<file path="src/rtl/decoder_scan.sv">
// Registered N-to-M one-hot decoder with direct (validated select) and scan (dwell-timed walk) modes.
// Optional macro DECODER_SCAN_GAP_EN inserts one blank cycle before each scan index change.
module decoder_scan #(
  parameter int unsigned SEL_W   = 3,
  parameter int unsigned NUM_OUT = 8,
  parameter int unsigned DWELL   = 4
) (
  input  logic               clk,
  input  logic               rst_n,
  input  logic               en,
  input  logic               mode,
  input  logic [SEL_W-1:0]   sel_in,
  input  logic               sel_vld,
  output logic [NUM_OUT-1:0] out,
  output logic [SEL_W-1:0]   cur_sel,
  output logic               wrap,
  output logic               err
);

  localparam int unsigned CNT_W = (DWELL > 1) ? $clog2(DWELL) : 1;
  localparam logic [CNT_W-1:0] CNT_LAST = CNT_W'(DWELL - 1);
  localparam logic [SEL_W-1:0] SEL_LAST = SEL_W'(NUM_OUT - 1);

  typedef enum logic [1:0] {
    IDLE   = 2'd0,
    DIRECT = 2'd1,
    SCAN   = 2'd2
  } state_t;

  state_t             state;
  state_t             state_nxt;
  logic [CNT_W-1:0]   cnt;
  logic [CNT_W-1:0]   cnt_nxt;
  logic [NUM_OUT-1:0] out_nxt;
  logic [SEL_W-1:0]   cur_sel_nxt;
  logic               wrap_nxt;
  logic               err_nxt;
  logic               sel_ok;
  logic [NUM_OUT-1:0] sel_hot;
  logic [SEL_W-1:0]   sel_adv;
  logic [NUM_OUT-1:0] adv_hot;
`ifdef DECODER_SCAN_GAP_EN
  logic               blank;
  logic               blank_nxt;
`endif

  // Direct-mode decode of the select and the next scan index (with wrap at NUM_OUT-1).
  assign sel_ok  = (32'(sel_in) < NUM_OUT);
  assign sel_hot = NUM_OUT'(1) << sel_in;
  assign sel_adv = (cur_sel == SEL_LAST) ? '0 : cur_sel + SEL_W'(1);
  assign adv_hot = NUM_OUT'(1) << sel_adv;

  // State register
  always_ff @(posedge clk or negedge rst_n) begin
    if (!rst_n) state <= IDLE;
    else        state <= state_nxt;
  end

  // Next-state logic
  always_comb begin
    state_nxt = state;
    if (!en) begin
      state_nxt = IDLE;
    end else begin
      case (state)
        IDLE:    state_nxt = mode ? SCAN : DIRECT;
        DIRECT:  if (mode) state_nxt = SCAN;
        SCAN:    if (!mode) state_nxt = DIRECT;
        default: state_nxt = IDLE;
      endcase
    end
  end

  // Output / datapath next values
  always_comb begin
    out_nxt     = out;
    cur_sel_nxt = cur_sel;
    cnt_nxt     = cnt;
    wrap_nxt    = 1'b0;
    err_nxt     = 1'b0;
`ifdef DECODER_SCAN_GAP_EN
    blank_nxt   = 1'b0;
`endif
    if (!en) begin
      out_nxt = '0;
      cnt_nxt = '0;
    end else begin
      case (state)
        IDLE: begin
          cnt_nxt = '0;
          if (mode) begin
            cur_sel_nxt = '0;
            out_nxt     = NUM_OUT'(1);
          end else begin
            out_nxt = '0;
          end
        end
        DIRECT: begin
          cnt_nxt = '0;
          if (mode) begin
            cur_sel_nxt = '0;
            out_nxt     = NUM_OUT'(1);
          end else if (sel_vld) begin
            if (sel_ok) begin
              out_nxt     = sel_hot;
              cur_sel_nxt = sel_in;
            end else begin
              out_nxt = '0;
              err_nxt = 1'b1;
            end
          end
        end
        SCAN: begin
          if (!mode) begin
            // Freeze on exit; a same-cycle valid select still decodes.
            cnt_nxt = '0;
            if (sel_vld) begin
              if (sel_ok) begin
                out_nxt     = sel_hot;
                cur_sel_nxt = sel_in;
              end else begin
                out_nxt = '0;
                err_nxt = 1'b1;
              end
            end
          end
`ifdef DECODER_SCAN_GAP_EN
          else if (blank) begin
            cnt_nxt     = '0;
            cur_sel_nxt = sel_adv;
            out_nxt     = adv_hot;
            wrap_nxt    = (cur_sel == SEL_LAST);
          end else if (cnt == CNT_LAST) begin
            cnt_nxt   = '0;
            out_nxt   = '0;
            blank_nxt = 1'b1;
          end
`else
          else if (cnt == CNT_LAST) begin
            cnt_nxt     = '0;
            cur_sel_nxt = sel_adv;
            out_nxt     = adv_hot;
            wrap_nxt    = (cur_sel == SEL_LAST);
          end
`endif
          else begin
            cnt_nxt = cnt + CNT_W'(1);
          end
        end
        default: begin
          out_nxt = '0;
          cnt_nxt = '0;
        end
      endcase
    end
  end

  // Registered outputs and dwell counter
  always_ff @(posedge clk or negedge rst_n) begin
    if (!rst_n) begin
      out     <= '0;
      cur_sel <= '0;
      wrap    <= 1'b0;
      err     <= 1'b0;
      cnt     <= '0;
`ifdef DECODER_SCAN_GAP_EN
      blank   <= 1'b0;
`endif
    end else begin
      out     <= out_nxt;
      cur_sel <= cur_sel_nxt;
      wrap    <= wrap_nxt;
      err     <= err_nxt;
      cnt     <= cnt_nxt;
`ifdef DECODER_SCAN_GAP_EN
      blank   <= blank_nxt;
`endif
    end
  end

endmodule

</file>
<file path="config.mk">
export PLATFORM = sky130hd
export DESIGN_NAME = decoder_scan
export DESIGN_NICKNAME = d
export VERILOG_FILES = /design/src/rtl/decoder_scan.sv
export SDC_FILE = /design/constraint.sdc
export NUM_CORES = 1
export LEC_CHECK = 0
export BUFFER_PORTS_ARGS = -buffer_cell sky130_fd_sc_hd__buf_2
export CAP_MARGIN = 0
export CORE_UTILIZATION = 25
export CTS_BUF_LIST = sky130_fd_sc_hd__clkbuf_4 sky130_fd_sc_hd__clkbuf_8 sky130_fd_sc_hd__clkbuf_16
export DETAILED_ROUTE_END_ITERATION = 7
export HOLD_SLACK_MARGIN = 0.1
export PLACE_DENSITY = 0.39
export SKIP_LAST_GASP = 1
export SLEW_MARGIN = 40
export SYNTH_ARGS = -nofsm -noshare
export SYNTH_HDL_FRONTEND = slang
export SYNTH_SLANG_ARGS = --single-unit
</file>
<file path="constraint.sdc">
create_clock -name clk -period 2.3 [get_ports clk]
set_clock_uncertainty 0.15 [all_clocks]
set_input_delay 0.115 -clock clk [delete_from_list [all_inputs] [get_ports clk]]
set_output_delay 0.115 -clock clk [all_outputs]
set_load 0.02 [all_outputs]
</file>
After elaboration in Yosys (flattened, before gate mapping)
Cells that the tools add are included.
{"block": "word_totals", "regBits": 16, "latch_bits": 0, "mem_bits_rw": 0, "romBits": 0, "in_bits": 8, "out_inout_bits": 13, "memories": 0}
{"block": "classes", "n_addsub": 2, "multipliers": 0, "div_mod_pow": 0, "magnitude_cmp": 0, "n_eq_ne": 9, "n_shift": 2, "mux": 27, "n_bitwise": 0, "reduce_logical": 4}
{"op": "$mux 8", "count": 5}
{"op": "$pmux 8 s3", "count": 1}
{"op": "$mux 3", "count": 6}
{"op": "$mux 2", "count": 8}
{"op": "$shl 1x3->8 const A", "count": 2}
{"op": "$ne 3x3->1 const B", "count": 3}
{"op": "$pmux 3 s3", "count": 1}
{"op": "$pmux 2 s3", "count": 1}
{"op": "$mux 1", "count": 5}
{"op": "$eq 2x2->1 const B", "count": 2}
{"op": "$ne 4x4->1 const B", "count": 1}
{"op": "$reduce_and 4->1", "count": 1}
{"op": "$add 3x1->3 const B", "count": 1}
{"op": "$eq 3x3->1 const B", "count": 1}
{"op": "$reduce_bool 3->1", "count": 1}
{"op": "$add 2x1->2 const B", "count": 1}
{"op": "$eq 2x1->1 const B", "count": 1}
{"op": "$logic_not 2->1", "count": 1}
{"op": "$ne 2x2->1 const B", "count": 1}
{"op": "$reduce_and 2->1", "count": 1}

Depth between registers and ports, before layout
Gate-level depths: netlist (run 1).
{"block": "logic_depth", "word_depth": 7, "mapped_depth": 7}

Worst setup path before layout (run 1)
Ideal clock, no wire load.
{"block": "synth_timing", "path_type": "reg-to-reg", "startpoint": "reg state[0]", "endpoint": "reg cur_sel[0]", "setup_time_ns": 0.066, "arrival_ns": 1.647, "path_slack_ns": 0.436, "stages_incl_launch_ff": 7, "n_path_buf": 0, "synth_period_minus_slack_ns": 1.864, "cell_sequence": "dfrtp_1 -> inv_1 -> ha_1 -> and3b_4 -> or3b_4 -> nor3b_2 -> a22o_1"}
{"block": "synth_between", "elab_chain_cells": 3, "word_cells_on_any_way": 8, "classes_between": "4 x eq/ne; 1 x mux; 3 x reduce/logical"}
{"element": "start: declaration", "line": "30", "rtl": "state_t state;"}
{"element": "start signal: assignment", "line": "56", "rtl": "else state <= state_nxt;"}
{"element": "$eq 2x2->1, or another cell as far along", "line": "88", "rtl": "case (state)"}
{"element": "$ne 3x3->1 (no line), or another cell as far along"}
{"element": "$reduce_and 4->1 (no line)"}
{"element": "end signal: assignment", "line": "171", "rtl": "cur_sel <= cur_sel_nxt;"}
{"element": "end: declaration", "line": "15", "rtl": "output logic [SEL_W-1:0] cur_sel,"}
Several ways; a longest one is shown, not always the timed one.
A chain may end at the register's enable or synchronous reset.

Final worst setup path (run 1)
{"block": "layout_timing", "startpoint": "reg state[0]", "endpoint": "reg cur_sel[2]"}
Same word-level chain as after synthesis.

==> results of run 1 <==
-- final timing paths --
kind / startpoint / end / slack [ns] / cells after the start
hold / removal: rst_n / out[4] / 0.15 / 2
setup / recovery: state[0] / cur_sel[2] / 0.29 / 6
hold reg to reg: cnt[0] / cnt[0] / 0.29 / 1
max in group asynchronous: rst_n / cnt[1] / 1.57 / 2
setup reg to reg: state[0] / cur_sel[2] / 0.29 / 6
min in group clk: sel_in[0] / out[3] / 0.16 / 3
-- through the flow --
stage               total power, uW  setup slack (ns)  hold slack (ns)  cells
finish                         1024            0.2866           0.1550    188
global route                   1096            0.1494           0.1851    188
CTS                            1032            0.2892           0.1485    188
detailed placement            759.6            0.3079         -0.08230    182
global placement              764.2            0.3676         -0.08397    182
floorplan                     630.1            0.4365          -0.3306    114
-- Yosys cell counts --
library cell   n
o21ai_0        4
o32ai_1        1
a22o_1         5
a31oi_1        1
o31ai_1        3
and3b_4        1
o21bai_1       1
a32oi_1        9
nor2b_1        1
clkbuf_1       1
dfrtp_1       16
o41ai_1        3
inv_1          9
and3_1         1
nor3_1         1
o2bb2ai_1      2
a221oi_1       2
o22ai_1        1
nand2b_1       2
buf_2          2
nor2_1         7
conb_1         1
buf_1          1
buf_4          1
a21boi_0       1
o211a_1        2
nand3_1        2
a21oi_1        2
ha_1          11
and2_1         1
or3b_4         1
nor3b_2        1
nand2_1       11
or3_1          1
and2_0         1
mux2i_1        2
o211ai_1       2
-- layer usage --
| metal | vias to the layer above | share of wire | wire, microns | GRT usage |
|---|---|---|---|---|
| met2 | 18 | 0.46 | 1429 | 0.2402 |
| li1 | 478 | - | - | - |
| met1 | 484 | 0.50 | 1570 | 0.2089 |
| met4 | 0 | 0.014 | 45 | 0.05469 |
| met3 | 5 | 0.028 | 89 | 0.02500 |
| met5 | - | 0 | 0 | 0 |
-- registers in the layout, summed over array words and instances, names as in the netlist --
register,flops
state,2
cnt,2
out,8
wrap,1
cur_sel,3
-- power by group --
| part | total (uW) | internal [uW] | switching [uW] |
|---|---|---|---|
| registers | 347 | 312 | 34.8 |
| logic | 412 | 163 | 249 |
| clock network | 266 | 152 | 113 |
-- layout make-up --
class,instances,share of cell area
multi-input combinational,84,0.4755
sequential,16,0.3013
timing repair buffer,25,0.1092
tap,50,0.04708
clock buffer,4,0.04143
inverter,9,0.02542
-- cells by family (layout without fill, tap and decap cells) --
logic type | count (synthesis) | count (layout) | share of synthesized area
AOI/OAI and AO/OA | 39 | 39 | 0.2821
adders and majority gates | 11 | 11 | 0.1261
other | 1 | 1 | 0.003437
buffers and inverters | 14 | 38 | 0.05389
and+or+nand+nor | 31 | 31 | 0.1491
muxes | 2 | 2 | 0.01835
DFF | 16 | 16 | 0.3670
==> out/results.ini, run 1 <==
[cts]
clock_latency_ns = 0.26
cts_resized = 0
cts_hold_buf = 2
cts_setup_buffers = 0
clock-sinks = 16
cts_buffers = 3
cts-root-buf = clkbuf_8
cts_tree = yes
clk_pin_slew_ns = 0.07
clk_path_buf_depth = 2
ctsHtreeMaxLevel = 1

[worst_setup_path]
cp-start-kind = flop
path_buf_inv = 1
critPathMaxStageDelay_ns = 0.43
arrival_ns = 2.06
path_cells = inv_1 > ha_1 > and3b_4 > or3b_4 > nor3b_2 > a22o_1
cp_max_fo = 7
worst_path_max_delay_cell = or3b_4
crit_path_end_kind = flop
path_class = flop to flop
crit_family = simple AND/OR/NAND/NOR gates
required_ns = 2.35

[drt]
avgRoutedWirePerCell_microns = 16.67
detail_route.vias_per_cell = 5.239
wirelength_microns = 3134
antenna_left = 0
drt-pass1-iter-count = 4
drc = 0
drtIter0Drc = 69
num_vias = 985

[logic_synthesis]
syn_nets = 133
yosysTopAreaCell = dfrtp_1
avgSynthCellArea_sq_um = 9.571
synth_seq_cells = 16
netlist_instances = 114
ys_types = 37
ys_warn_count = 0
synth_top_area_frac = 0.3670
synthTopCellsByArea = dfrtp_1, ha_1, a32oi_1
ys_seq_area_frac = 0.3670
syn_area_sq_mm = 0.001091

[timing]
setup_violations = 0
min_period_ns = 2.013
max_freq_mhz = 496.7
hold_viol_final = 0
rsz0062_at_grt = no
timing.final.crit_share = 0.8754
setup_tns_ns = 0
maxSlewViolCount = 0

[place]
dp_hpwl_microns = 2360
placed_area_sq_mm = 0.001254
gp_congestion = 0.7734
portBuffers = 19

[flow_run]
max-cap-violations = 0

[run_status]
status = complete, no violations

[worst_hold_path]
hp-class = primary input to async pin

[global_routing]
antenna_found_initial = 0
globalRouteOverflowTotal = 0
grt_use_total = 0.1529
grt_max_degree = 22
grt_pass1_wl_microns = 5106
grt_pass1_vias = 1002

[layout]
final_util = 0.3252
postLayoutCellArea_sq_mm = 0.001329
layout_common_cells = buf_2, dfrtp_1, nand2_1, ha_1
area_delta_synth_final_pct = 21.79
nets = 158
seqCellArea_sq_um = 400.4
antenna_cells = 0
drive_above_1_share = 0.2174
multi_input_area_sq_um = 631.9
nFillCells = 447
final_common_cell = buf_2

[pwr]
ir_worst_vdd_v = 0.0003581
p_per_area_mw_per_mm2 = 770.6
p_leak_uw = 0.0006486

[floorplanning]
chipWidth_microns = 68.06
initial_core_util = 0.2670
ioPinCount = 21
coreArea_sq_mm = 0.004086
die-area_sq_mm = 0.004632
fp.dieH_microns = 68.06
rows = 23

No activity file was read; power rests on OpenSTA's default activity.
==> run 2, diff against run 1 <==
- MAX_ROUTING_LAYER: not set -> met4
==> run 2 against run 1 <==
Combinational power hardly changed. Non-clock buffer count stayed put. Global-route usage is 0.44 points higher. Wire length hardly changed. Sequential power hardly changed. Final cell count stayed put. Clock power hardly changed. Hold slack hardly changed. Register-to-register slack hardly changed. Critical path type unchanged.
==> out/results.ini, run 2 (synthesized netlist as in run 1, its figures left out) <==
[run_status]
status = complete, no violations  ; unchanged

[global_routing]
grt_use_total = 0.1573  ; was 0.1529
grt_pass1_vias = 1002  ; unchanged
globalRouteOverflowTotal = 0  ; unchanged
antenna_found_initial = 0  ; unchanged
grt_max_degree = 22  ; unchanged
grt_pass1_wl_microns = 5112  ; was 5106 microns

[layout]
reg_top3 = out (8), cur_sel (3)  ; unchanged
final_util = 0.3252  ; unchanged
largest_reg_flops = 8  ; unchanged
final_common_cell = buf_2  ; unchanged
nets = 158  ; unchanged
area_delta_synth_final_pct = 21.79  ; unchanged
fin_cells = 188  ; unchanged
antenna_cells = 0  ; unchanged
postLayoutCellArea_sq_mm = 0.001329  ; unchanged
drive_above_1_share = 0.2174  ; unchanged
top_register = out  ; unchanged
layout_common_cells = buf_2, dfrtp_1, nand2_1, ha_1  ; unchanged

[pwr]
ir_worst_vdd_v = 0.0003581  ; about the same
p_leak_uw = 0.0006486  ; unchanged
p_per_area_mw_per_mm2 = 770.5  ; was 770.6 mW/mm^2

[timing]
rsz0062_at_grt = no  ; unchanged
max_freq_mhz = 496.7  ; about the same
timing.final.crit_share = 0.8753  ; was 0.8754
setup_tns_ns = 0  ; unchanged
whs_ns = 0.1551  ; was 0.1550 ns
min_period_ns = 2.013  ; about the same
setup_violations = 0  ; unchanged
hold_viol_final = 0  ; unchanged
maxSlewViolCount = 0  ; unchanged

[place]
portBuffers = 19  ; unchanged
gp_congestion = 0.7838  ; was 0.7734
placed_area_sq_mm = 0.001254  ; unchanged
dp_cells = 182  ; unchanged
dp_hpwl_microns = 2360  ; unchanged

[worst_setup_path]
crit_path_end_kind = flop  ; unchanged
cp_max_fo = 7  ; unchanged
path_class = flop to flop  ; unchanged
cp-start-kind = flop  ; unchanged
required_ns = 2.35  ; about the same
arrival_ns = 2.06  ; about the same

[floorplanning]
chipWidth_microns = 68.06  ; unchanged
die-area_sq_mm = 0.004632  ; unchanged
fp.dieH_microns = 68.06  ; unchanged
initial_core_util = 0.2670  ; unchanged
coreArea_sq_mm = 0.004086  ; unchanged
ioPinCount = 21  ; unchanged
rows = 23  ; unchanged

[cts]
cts-root-buf = clkbuf_8  ; unchanged
ctsHtreeMaxLevel = 1  ; unchanged
clock_latency_ns = 0.26  ; about the same
clock-sinks = 16  ; unchanged
clk_path_buf_depth = 2  ; unchanged
clk_pin_slew_ns = 0.07  ; about the same
cts_tree = yes  ; unchanged
cts_buffers = 3  ; unchanged

[drt]
drt-pass1-iter-count = 4  ; unchanged
avgRoutedWirePerCell_microns = 16.66  ; was 16.67 microns
wirelength_microns = 3133  ; was 3134 microns
drc = 0  ; unchanged
drtIter0Drc = 66  ; was 69
detail_route.vias_per_cell = 5.239  ; unchanged
antenna_left = 0  ; unchanged
num_vias = 985  ; unchanged

[worst_hold_path]
hp-class = primary input to async pin  ; unchanged

[flow_run]
max-cap-violations = 0  ; unchanged

-- run 2: final timing paths --
| kind | startpoint | end | slack (ns) | depth (start not counted) |
|---|---|---|---|---|
| max | state[0] | cur_sel[2] | 0.29 | 6 |
| min | rst_n | out[4] | 0.16 | 2 |
| max reg2reg | state[0] | cur_sel[2] | 0.29 | 6 |
| min reg2reg | cnt[0] | cnt[0] | 0.29 | 1 |
| max in group asynchronous | rst_n | cnt[1] | 1.57 | 2 |
| min in group clk | sel_in[0] | out[3] | 0.16 | 3 |
-- run 2: final cells by class --
type | instances | area (sq um)
Tap cell | 50 | 62.56
Timing Repair Buffer | 25 | 145.1
Clock buffer | 4 | 55.05
Inverter | 9 | 33.78
Multi-Input combinational cell | 84 | 631.9
Fill cell | 447 | 2758
Sequential cell | 16 | 400.4
-- run 2: through the flow --
| step | power, uW | setup WS, ns |
|---|---|---|
| 2_1_floorplan | 630.1 | 0.4365 |
| 3_3_place_gp | 764.2 | 0.3676 |
| 3_5_place_dp | 759.6 | 0.3079 |
| 4_1_cts | 1032 | 0.2892 |
| 5_1_grt | 1096 | 0.1494 |
| 6_report | 1024 | 0.2867 |
-- run 2: what timing repair did --
action,CTS,global route
buffers inserted,0,0
hold buffers,2,0
hold endpoints to repair,22,0
resized for setup,0,0
-- run 2: power by group --
| part | switching (uW) | internal [uW] |
|---|---|---|
| sequential | 34.8 | 312 |
| combinational | 249 | 163 |
| clock | 113 | 152 |
-- run 2: per-layer routing --
layer / track usage / wire length [microns] / up-vias
met2: 0.2402 / 1433 / 18
met3: 0.02500 / 89 / 5
met5: - / 0 / -
met4: 0.05469 / 40 / 0
met1: 0.2089 / 1570 / 484
li1: - / - / 478
-- run 2: worst max-delay path, cell delays in order (launching register included) --
cell     delay (ns)
dfrtp_1        0.39
inv_1          0.11
ha_1           0.29
and3b_4        0.23
or3b_4         0.43
nor3b_2        0.21
a22o_1         0.15
